==> src/rtl/comp_pkg.sv <==
// Shared result codes and FSM state type for the digit-serial comparator.
package comp_pkg;

  localparam logic [1:0] COMP_EQ = 2'b00;
  localparam logic [1:0] COMP_GT = 2'b01;
  localparam logic [1:0] COMP_LT = 2'b10;

  typedef enum logic [1:0] {
    IDLE = 2'b00,
    RUN  = 2'b01,
    DONE = 2'b10
  } state_t;

endpackage

==> src/rtl/comp_digit.sv <==
// Combinational DIGIT-bit magnitude compare returning a comp_pkg result code;
// inv flips the digit MSB so a two's-complement top digit compares correctly.
module comp_digit
  import comp_pkg::*;
#(
  parameter int DIGIT = 2
) (
  input  logic [DIGIT-1:0] a,
  input  logic [DIGIT-1:0] b,
  input  logic             inv,
  output logic [1:0]       res
);

  logic [DIGIT-1:0] a_eff;
  logic [DIGIT-1:0] b_eff;

  always_comb begin
    a_eff            = a;
    b_eff            = b;
    a_eff[DIGIT-1]   = a[DIGIT-1] ^ inv;
    b_eff[DIGIT-1]   = b[DIGIT-1] ^ inv;
    if (a_eff > b_eff)      res = COMP_GT;
    else if (a_eff < b_eff) res = COMP_LT;
    else                    res = COMP_EQ;
  end

endmodule

==> src/rtl/comp_serial.sv <==
// Digit-serial MSB-first magnitude comparator with start/ready/done handshake.
// Optional signed compare (sgn port) when COMP_SERIAL_SIGNED_EN is defined.
//
// state | meaning
// IDLE  | ready, waiting for start
// RUN   | comparing one digit per cycle
// DONE  | one-cycle done pulse, o valid
module comp_serial
  import comp_pkg::*;
#(
  parameter int WIDTH = 8,
  parameter int DIGIT = 2
) (
  input  logic             clk,
  input  logic             rst,
`ifdef COMP_SERIAL_SIGNED_EN
  input  logic             sgn,
`endif
  input  logic             start,
  input  logic [WIDTH-1:0] a,
  input  logic [WIDTH-1:0] b,
  output logic             ready,
  output logic             busy,
  output logic             done,
  output logic [1:0]       o
);

  localparam int N  = WIDTH / DIGIT;
  localparam int CW = $clog2(N + 1);
  localparam logic [CW-1:0] CNT_N = CW'(N);
  localparam logic [CW-1:0] CNT_1 = CW'(1);

  state_t           state, state_nxt;
  logic [WIDTH-1:0] sh_a, sh_b;
  logic [CW-1:0]    cnt;
  logic [1:0]       dig_res;
  logic             inv;
  logic             last;
  logic             finish;

`ifdef COMP_SERIAL_SIGNED_EN
  logic sgn_r;
  // Only the first (most significant) digit carries the sign.
  assign inv = sgn_r && (cnt == CNT_N);
`else
  assign inv = 1'b0;
`endif

  comp_digit #(.DIGIT(DIGIT)) u_digit (
    .a   (sh_a[WIDTH-1 -: DIGIT]),
    .b   (sh_b[WIDTH-1 -: DIGIT]),
    .inv (inv),
    .res (dig_res)
  );

  assign last   = (cnt == CNT_1);
  assign finish = (dig_res != COMP_EQ) || last;

  always_ff @(posedge clk or posedge rst) begin
    if (rst) state <= IDLE;
    else     state <= state_nxt;
  end

  always_comb begin
    state_nxt = state;
    case (state)
      IDLE:    if (start) state_nxt = RUN;
      RUN:     if (finish) state_nxt = DONE;
      DONE:    state_nxt = IDLE;
      default: state_nxt = IDLE;
    endcase
  end

  always_ff @(posedge clk or posedge rst) begin
    if (rst) begin
      sh_a  <= '0;
      sh_b  <= '0;
      cnt   <= '0;
      o     <= COMP_EQ;
`ifdef COMP_SERIAL_SIGNED_EN
      sgn_r <= 1'b0;
`endif
    end else begin
      case (state)
        IDLE: if (start) begin
          sh_a  <= a;
          sh_b  <= b;
          cnt   <= CNT_N;
`ifdef COMP_SERIAL_SIGNED_EN
          sgn_r <= sgn;
`endif
        end
        RUN: if (finish) begin
          o <= dig_res;
        end else begin
          sh_a <= sh_a << DIGIT;
          sh_b <= sh_b << DIGIT;
          cnt  <= cnt - CNT_1;
        end
        default: ;
      endcase
    end
  end

  assign ready = (state == IDLE);
  assign busy  = (state == RUN);
  assign done  = (state == DONE);

endmodule

==> config.mk <==
export PLATFORM = sky130hd
export DESIGN_NAME = comp_serial
export DESIGN_NICKNAME = d
export VERILOG_FILES = /design/src/rtl/comp_pkg.sv /design/src/rtl/comp_digit.sv /design/src/rtl/comp_serial.sv
export SDC_FILE = /design/constraint.sdc
export NUM_CORES = 1
export LEC_CHECK = 0
export CAP_MARGIN = 20
export CORE_MARGIN = 2
export CORE_UTILIZATION = 55
export DETAILED_ROUTE_END_ITERATION = 12
export DONT_BUFFER_PORTS = 1
export PLACE_DENSITY = 0.76
export SLEW_MARGIN = 0
export SYNTH_ARGS = -nofsm -noshare
export SYNTH_HDL_FRONTEND = slang
export SYNTH_SLANG_ARGS = --single-unit
==> constraint.sdc <==
create_clock -name clk -period 6 [get_ports clk]
set_input_delay 0.9 -clock clk [delete_from_list [all_inputs] [get_ports clk]]
set_output_delay 0.9 -clock clk [all_outputs]
set_load 0.01 [all_outputs]
Word level (Yosys, flattened, before mapping) --
Cells that the tools add are included.
Storage, ports and cells: output and inout bits 5, bits in registers 23, input port bits 19, logic and storage cells 35
Operators by class: magnitude comparators 2, eq/ne operators 6, reductions and logical operators 7, muxes and demuxes 14, add/sub/neg operators 1
Operators by type and width (count):
- two-way mux 8 bit | 4
- one-hot mux 8 bit (2 select lines) | 2
- two-way mux 2 bit | 4
- two-way mux 3 bit | 2
- one-hot mux 3 bit (2 select lines) | 1
- inequality test 2 bit (second input constant) | 2
- one-hot mux 2 bit (2 select lines) | 1
- AND reduction 2 bit | 2
- nonzero test 2 bit | 2
- equality test 3 x 1 -> 1 bit (second input constant) | 1
- AND reduction 3 bit | 1
- subtractor 3 x 1 -> 3 bit (second input constant) | 1
- equality test 2 x 1 -> 1 bit (second input constant) | 1
- equality test 2 bit (second input constant) | 1
- > comparator 2 bit | 1
- zero test 2 bit | 1
- < comparator 2 bit | 1
- inequality test 2 x 1 -> 1 bit (second input constant) | 1
- logical OR 1 bit | 1

Logic depth before layout (Yosys ltp) --
Gate-level depths: netlist of the first run.
word-level depth 7, mapped depth 7, depth with buffers taken out 5

Modules after synthesis --
From an unflattened synthesis of the first run, not the netlist that was laid out.
Unflattened totals: cell total of the unflattened synthesis 101, area total of the unflattened synthesis 1174.9 µm²
Modules (own cells, without submodules):
- comp_serial | instances 1, cells an instance 93, area an instance 1096.1 µm², sequential area each 575.6 µm²
- comp_digit | instances 1, cells an instance 8, area an instance 78.8 µm², sequential area each 0.0 µm²

Worst setup path after synthesis of the first run --
Ideal clock, no wire load.
path kind in2reg, from input start, to register sh_a[2], path buffers 1, library setup time 0.123 ns, setup slack 3.999 ns, stages on the path 4, arrival 1.878 ns, data required time 5.877 ns, path through nor3b_1 buf_2 nand2b_1 o221a_2
Between the ends: cells in the longest elaborated chain, start to end 2
RTL lines:
- start, declared | line comp_serial.sv:19 | input logic start,
- inequality test 2 bit (no source line)
- AND reduction 3 bit (no source line)
- end signal, assigned | line comp_serial.sv:96 | sh_a <= sh_a << DIGIT;
- end, declared | line comp_serial.sv:34 | logic [WIDTH-1:0] sh_a, sh_b;
Every way passes these cells. A chain may end at the register's enable or synchronous reset.

Final worst setup path of the first run --
from register sh_a[7], to register sh_b[7]
Between the ends: cells in the longest elaborated chain, start to end 7, elaborated cells on any way between the ends 8, classes of those cells order compare (2); eq/ne (1); mux (2); reduce/logical (3)
RTL lines:
- < comparator 2 bit | line comp_digit.sv:23 | else if (a_eff < b_eff) res = COMP_LT;
- two-way mux 2 bit | line comp_digit.sv:23
- two-way mux 2 bit (*) | line comp_digit.sv:22 | if (a_eff > b_eff) res = COMP_GT;
- nonzero test 2 bit (*) | line comp_serial.sv:57 | assign finish = (dig_res != COMP_EQ) || last;
- logical OR 1 bit (*) | line comp_serial.sv:57
- inequality test 2 bit (no source line) (*)
- AND reduction 3 bit (no source line) (*)
- end signal, assigned | line comp_serial.sv:97 | sh_b <= sh_b << DIGIT;
- end, declared | line comp_serial.sv:34
Mark *: on every way between the ends. The rest lies on a longest branch, timed or not.

==> metrics.md, run 1 <==
| Metric | Value |
|---|---|
| Grt ovf | `0` |
| Post-route minimum period | `roughly 2.2 ns` |
| Routability cong. | `approximately 0.76` |
| DRT iter0 DRCs | `12` |
| Clk root buf | `clkbuf_4` |
| Vias in the first global route | `about 690` |
| Row count | `16` |
| Slowest CP cell | `or4_1` |
| Longest Clk Path Bufs | `2` |
| Combinational Power Share | `roughly 43%` |
| Final period util | `between 30% and 40%` |
| Nature of the critical path endpoint | `flip-flop` |
| H-Tree Depth | `1` |
| Yosys Warn Count | `0` |
| Register area | `roughly 580 sq um` |
| Chip height | `around 50 um` |
| P_sw | `about 0.00023 W` |
| Sink Count | `23` |
| Largest net degree at the start of global routing | `24` |
| Slew margin rel. | `between 30% and 40%` |
| Drt first pass iters | `3` |
| Sequential area share after synthesis | `50.9%` |
| Crit path to | `sh_b[7]` |
| Worst reg-to-reg path cell count | `4` |
| Post-CTS Setup Bufs | `0` |
| Total negative slack | `0 ns` |
| Type of the worst min-delay path | `reg -> reg` |
| Area of the multi-input gates | `around 490 sq um` |
| Sequential share of power | `45.3%` |
| Crit path cell chain | `ha_1 > nand2_1 > or4_1 > o221a_2` |
| Core area | `0.00194 sq mm` |
| Antenna Violating Nets Remaining | `0` |
| Top-area cell type share of the netlist area | `between 50% and 60%` |
| Reg2reg start | `sh_a[7]` |
| First-pass GRT wire length | `approximately 3200 um` |
| Via count | `737` |
| Post_cts resized | `0` |
| Synth area leader | `dfrtp_1` |
| Io pins | `24` |
| Post-synth top flop | `dfrtp_1` |
| Fmax achieved | `between 400 and 500 MHz` |
| Slowest stage delay, CP | `a little over 0.8 ns` |
| #FFs+latches synth | `23` |
| Clock share of power | `a little under an eighth` |
| Internal power | `0.000378 W` |
| PwrDens | `523 mW/mm^2` |
| DR DRC count | `0` |
| Synth Net Count | `approximately 120` |
| DIE AREA | `between 0.002 and 0.0025 sq mm` |
| Initial antenna violation count | `0` |
| R2R setup slack | `approximately 3.8 ns` |
| Reg2reg end | `sh_b[7]` |
| Final WL | `about 1900 um` |
| Mapped cell area | `~0.0011 sq mm` |
| Final-report setup violation count | `0` |
| Clock Skew | `between 0.002 and 0.0025 ns` |
| Clk_lat worst skew | `about 0.30 ns` |
| DIE WIDTH | `49.4 um` |
| Total track usage | `17.1%` |
| Synthesized instance count | `100` |
| Startpoint types | `flip-flop` |
| Clock slew at reported path FFs | `0.12 ns` |
| Area growth syn-to-layout | `3.21%` |
| CTS tree | `yes` |
| Fin. Hold Viols | `0` |
| Post-route insts no fill | `about 130` |
| CTS buffer count | `3` |
| Number of max-cap violations | `0` |
| Average wire per standard cell | `around 15 um` |
| Lkg Pwr | `just over 0.5 nW` |
| Number of flops mapped to enable cells by yosys | `0` |
| RSZ-0062 raised after global routing | `no` |
| Placed Cells incl. Taps | `roughly 120` |
| Largest cells by area after synthesis | `dfrtp_1 (51%), o221a_2 (12%), nand2b_1 (6.6%)` |
| Slew @ Worst Pin | `just over 1 ns` |
| FFs w/ async S/R, synth | `between 90% and 100%` |
| Mapped Avg Cell Area | `11.3 sq um` |
| Initial Utilization | `between 50% and 60%` |
| FILL cells | `roughly 190` |
| Fin nets | `between 100 and 150` |
| I/O Buffers | `0` |
| Layout cell share with drive strength beyond 1 | `21.0%` |
| Critical Path RT | `between 6 and 7 ns` |
| CP max FO | `14` |
| Vias per inst | `between 5 and 6` |
| Final Slew Violations | `0` |
| Crit path DAT | `between 2 and 2.5 ns` |
| Critical path type | `reg -> reg` |
| Critical path origin | `sh_a[7]` |
| Antenna cells | `0` |
| Switching part of the total | `38.1%` |
| Synth unique cells | `26` |
| Post-detail-place hpwl | `roughly 1400 um` |
| Outcome | `finished, final reports clean` |
| CTS hold repair buffers | `0` |
| Largest vdd supply drop | `approximately 0.23 mV` |
-- synthesized netlist by cell type, types with 2 or more instances --
master	instances
nand2b_1	12
mux2i_1	2
buf_2	2
nand2_1	12
dfrtp_1	23
buf_6	2
o221a_2	12
ha_1	4
nor2b_1	3
o21ai_0	4
inv_1	8
nor4_1	2
-- how the worst min path moves through the flow --
stage          depth (start not counted)       to    start
2_1_floorplan                          1   cnt[0]   cnt[0]
3_3_place_gp                           1   cnt[0]   cnt[0]
3_5_place_dp                           1   cnt[0]   cnt[0]
4_1_cts                                1   cnt[0]   cnt[0]
5_1_grt                                2  sh_a[0]  sh_a[0]
6_report                               1   cnt[0]   cnt[0]
-- cells in the final DEF (no fill, tap or decap) --
| master | Yosys | final |
|---|---|---|
| ha_1 | 4 | 4 |
| o31ai_1 | 1 | 1 |
| dfrtp_1 | 23 | 23 |
| a21oi_1 | 1 | 1 |
| o221a_2 | 12 | 12 |
| o41ai_2 | 1 | 1 |
| buf_4 | 0 | 1 |
| nand2_1 | 12 | 12 |
| o2bb2ai_1 | 1 | 1 |
| inv_1 | 8 | 8 |
| a22o_1 | 1 | 1 |
| nand2b_1 | 12 | 12 |
| nor2_1 | 1 | 1 |
| o31a_1 | 1 | 1 |
| o21ai_0 | 4 | 4 |
| nor4_1 | 2 | 2 |
| clkbuf_4 | 0 | 3 |
| nor3b_2 | 0 | 1 |
| nor2b_1 | 3 | 3 |
| nand2b_4 | 1 | 1 |
| or4_1 | 1 | 1 |
| o32a_1 | 1 | 1 |
| mux2i_1 | 2 | 2 |
| clkbuf_1 | 1 | 1 |
| or3b_2 | 1 | 1 |
| or2_2 | 1 | 1 |
-- cell families after synthesis --
kind of cell / Yosys count / synth area share (%)
buffers and inverters: 13 / 5.86
flip-flops: 23 / 50.9
adder cells (fa/ha/maj): 4 / 4.42
AND/OR/NAND/NOR: 35 / 17.6
AO/OA/AOI/OAI: 23 / 19.5
multiplexers: 2 / 1.77
-- critical path, delay by kind of cell (launching register included) --
family | cells | cell delay (ns)
flip-flops | 1 | 0.42
AO/OA/AOI/OAI | 1 | 0.38
AND/OR/NAND/NOR | 2 | 0.98
adder cells (fa/ha/maj) | 1 | 0.32
-- registers in the layout, summed over array words and instances, names as in the netlist --
signal and cells:
sh_b 8, sh_a 8, state 2, cnt 3
o 2
-- metal layers --
metal | part of all wire [%] | wire length [um] | global-route usage (%) | vias to the layer above
met1 | 49 | 931 | 24.0 | 361
li1 | - | - | - | 358
met4 | 0 | 0 | 2.86 | 0
met5 | 0 | 0 | 0 | -
met3 | 4.9 | 92 | 3.99 | 0
met2 | 46 | 866 | 27.5 | 18
-- power by group through the flow --
stage / registers [W] / logic, W / clock network, W
floorplan: 0.000266 / 0.000233 / 0
detailed placement: 0.000280 / 0.000265 / 0
finish: 0.000276 / 0.000263 / 0.0000711
global placement: 0.000278 / 0.000250 / 0
global route: 0.000285 / 0.000296 / 0.0000777
CTS: 0.000277 / 0.000267 / 0.0000705
-- stage by stage --
step / area (sq um) / utilization, % / setup WS, ns / hold WS [ns] / power [W]
after detailed placement: 1140 / 58.8 / 3.82 / 0.502 / 0.000545
after global routing: 1170 / 60.1 / 3.71 / 0.563 / 0.000659
after CTS: 1170 / 60.1 / 3.80 / 0.519 / 0.000614
final: 1170 / 60.1 / 3.80 / 0.519 / 0.000610
after global placement: 1130 / 58.4 / 3.67 / 0.491 / 0.000528
after floorplan: 1130 / - / 4.00 / 0.478 / 0.000498
-- final cells by class --
type                    count  share of cell area (%)
repair buffers              1                   0.643
well taps                  27                    2.89
flip-flops and latches     23                    49.3
multi-input cells          64                    42.3
clock buffers               4                    2.25
inverters                   8                    2.57
(Power assumes the default switching activity.)
==> inputs of run 2 (changes only) <==
- clock period: 6 -> 2.1 ns (I/O delays scaled with it)
==> run 2 against run 1 <==
Setup slack lost 3.6 ns. Die area stayed put. Largest power group is now combinational cells. Flip-flop and latch count unchanged. Global-route usage grew 3.2 points. Utilization up 1.6 points. Via count rose by 2.8%. Register-to-register slack got worse by 3.6 ns.
==> metrics.md, run 2 (synthesis results as in run 1) <==
| Metric | Value |
|---|---|
| Outcome | `finished, final reports clean` |
| Initial Utilization | `58.2% (unchanged)` |
| Via count | `758 (+2.8%)` |
| Total negative slack | `0 ns (unchanged)` |
| Average wire per standard cell | `15.6 um (+4.8%)` |
| Type of the worst min-delay path | `in -> async` |
| Clock share of power | `11.6% (about the same)` |
| Largest regs | `sh_a x8, sh_b x8, cnt x3` |
| Worst reg-to-reg path cell count | `6 (+2)` |
| Drt first pass iters | `4 (+1)` |
| Startpoint types | `flip-flop` |
| Sequential share of power | `43.4% (-1.9 points)` |
| Wire length on met1 | `996 um (+7.0%)` |
| DR top layer | `met4` |
| Vias in the first global route | `771 (+11%)` |
| Post-route minimum period | `1.92 ns (-0.276 ns)` |
| Commonest cells after routing, fill and taps aside | `dfrtp_1 (23), nand2_1 (12), nand2b_1 (12), o221a_2 (12), inv_1 (8)` |
| Post_cts resized | `0 (unchanged)` |
| Antenna Violating Nets Remaining | `0 (unchanged)` |
| Crit path DAT | `2.14 ns (-0.26 ns)` |
| Initial antenna violation count | `0 (unchanged)` |
| Fin nets | `128 (+3.2%)` |
| Sink Count | `23 (unchanged)` |
| Switching part of the total | `38.4% (+0.32 points)` |
| Slew @ Worst Pin | `0.854 ns (-0.154 ns)` |
| Fin. Hold Viols | `0 (unchanged)` |
| Final Slew Violations | `0 (unchanged)` |
| Slowest CP cell | `or4_1` |
| Vias per inst | `5.79 (-0.29%)` |
| Final-report setup violation count | `0 (unchanged)` |
| Total track usage | `20.3% (+3.2 points)` |
| Crit path cell chain | `inv_1 > ha_1 > nor2b_1 > or4_1 > buf_4 > o221a_2` |
| Post-detail-place hpwl | `1440 um (+3.2%)` |
| Reg2reg start | `sh_a[6]` |
| Clock Skew | `0.0107 ns (+0.00847 ns)` |
| Post-CTS Setup Bufs | `0 (unchanged)` |
| Area growth syn-to-layout | `5.97%` |
| Nature of the critical path endpoint | `flip-flop` |
| DR DRC count | `0 (unchanged)` |
| Lkg Pwr | `0.527 nW (+4.3%)` |
| Chip height | `49.4 um (unchanged)` |
| Critical path type | `reg -> reg` |
| Core area | `0.00194 sq mm (unchanged)` |
| RSZ-0062 raised after global routing | `no` |
| Critical Path RT | `2.31 ns (-3.89 ns)` |
| Largest vdd supply drop | `0.734 mV (+220%)` |
| Util after Layout | `61.7% (+1.6 points)` |
| DRT iter0 DRCs | `25 (+13)` |
| Internal power | `0.00113 W (+200%)` |
| I/O Buffers | `0 (unchanged)` |
| Slowest stage delay, CP | `0.52 ns (-0.30 ns)` |
| Reg2reg end | `sh_b[6]` |
| Metal2 WL | `912 um (+5.3%)` |
| Combinational Power Share | `45.0% (+2.0 points)` |
| Leading cell type in the layout, fill and taps excluded | `dfrtp_1` |
| P_sw | `0.000702 W (+200%)` |
| R2R setup slack | `0.18 ns (-3.62 ns)` |
| DIE WIDTH | `49.4 um (unchanged)` |
| PwrDens | `1520 mW/mm^2 (+190%)` |
| H-Tree Depth | `1 (unchanged)` |
| CTS buffer count | `3 (unchanged)` |
| Layout cell share with drive strength beyond 1 | `25.0% (+4.0 points)` |
| Fmax achieved | `520 MHz (+14%)` |
| Clk root buf | `clkbuf_4` |
| WL met3 | `115 um (+25%)` |
| CTS hold repair buffers | `0 (unchanged)` |
| Io pins | `24 (unchanged)` |
| Clk_lat worst skew | `0.32 ns (+0.02 ns)` |
| Largest net degree at the start of global routing | `24 (unchanged)` |
| Longest Clk Path Bufs | `2 (unchanged)` |
| Antenna cells | `0 (unchanged)` |
| Slew margin rel. | `43.0% (+10 points)` |
| DIE AREA | `0.00244 sq mm (unchanged)` |
| Final period util | `91.6% (+55 points)` |
| Row count | `16 (unchanged)` |
| First-pass GRT wire length | `3640 um (+15%)` |
| CP max FO | `14 (unchanged)` |
| Routability cong. | `0.798 (+4.8%)` |
| Clock slew at reported path FFs | `0.14 ns (+0.02 ns)` |
| Number of max-cap violations | `0 (unchanged)` |
| Grt ovf | `0 (unchanged)` |
| Final WL | `2050 um (+8.1%)` |
| CTS tree | `yes` |
## run 2: final cells by class
class                           count  area, sq um
Fill cell                         174          743
Sequential cell                    23          576
Multi-Input combinational cell     64          494
Timing Repair Buffer                5         37.5
Tap cell                           27         33.8
Inverter                            8         30.0
Clock buffer                        3         22.5
Clock inverter                      1         5.00
## run 2: worst max-delay path by stage
stage,depth (start not counted),endpoint,from,slack (ns)
finish,6,sh_b[6],sh_a[6],0.18
global route,6,sh_a[3],sh_a[6],0.11
CTS,6,sh_a[3],sh_a[6],0.19
detailed placement,6,sh_a[3],sh_a[6],0.21
global placement,6,sh_a[2],sh_a[6],0.25
floorplan,6,sh_a[2],sh_a[7],0.16
## run 2: worst max-delay path: cells and delay by family (launching register included)
family | cells | cell delay, ns
AND/OR/NAND/NOR | 2 | 0.72
buffers and inverters | 2 | 0.26
adder cells (fa/ha/maj) | 1 | 0.19
AO/OA/AOI/OAI | 1 | 0.27
flip-flops | 1 | 0.38
## run 2: metal layers
metal / vias to the layer above / track usage, %
met1: 368 / 29.4
li1: 367 / -
met3: 2 / 4.60
met2: 21 / 28.6
met5: - / 0
met4: 0 / 10.0
## run 2: stage by stage
step / total power (W) / instance area [sq um] / worst slack, ns / std cells / hold slack [ns]
after global placement: 0.00158 / 1170 / 0.251 / 127 / 0.418
after global routing: 0.00198 / 1200 / 0.108 / 131 / 0.120
final: 0.00183 / 1200 / 0.176 / 131 / 0.0371
after CTS: 0.00183 / 1200 / 0.189 / 131 / 0.0742
after floorplan: 0.00142 / 1130 / 0.159 / 100 / 0.317
after detailed placement: 0.00163 / 1170 / 0.209 / 127 / 0.432
## run 2: power by group through the flow
stage / Combinational (W) / Clock [W] / Sequential, W
2_1_floorplan: 0.000665 / 0 / 0.000759
3_3_place_gp: 0.000788 / 0 / 0.000793
3_5_place_dp: 0.000826 / 0 / 0.000801
4_1_cts: 0.000827 / 0.000212 / 0.000792
5_1_grt: 0.000931 / 0.000232 / 0.000820
6_report: 0.000822 / 0.000212 / 0.000793
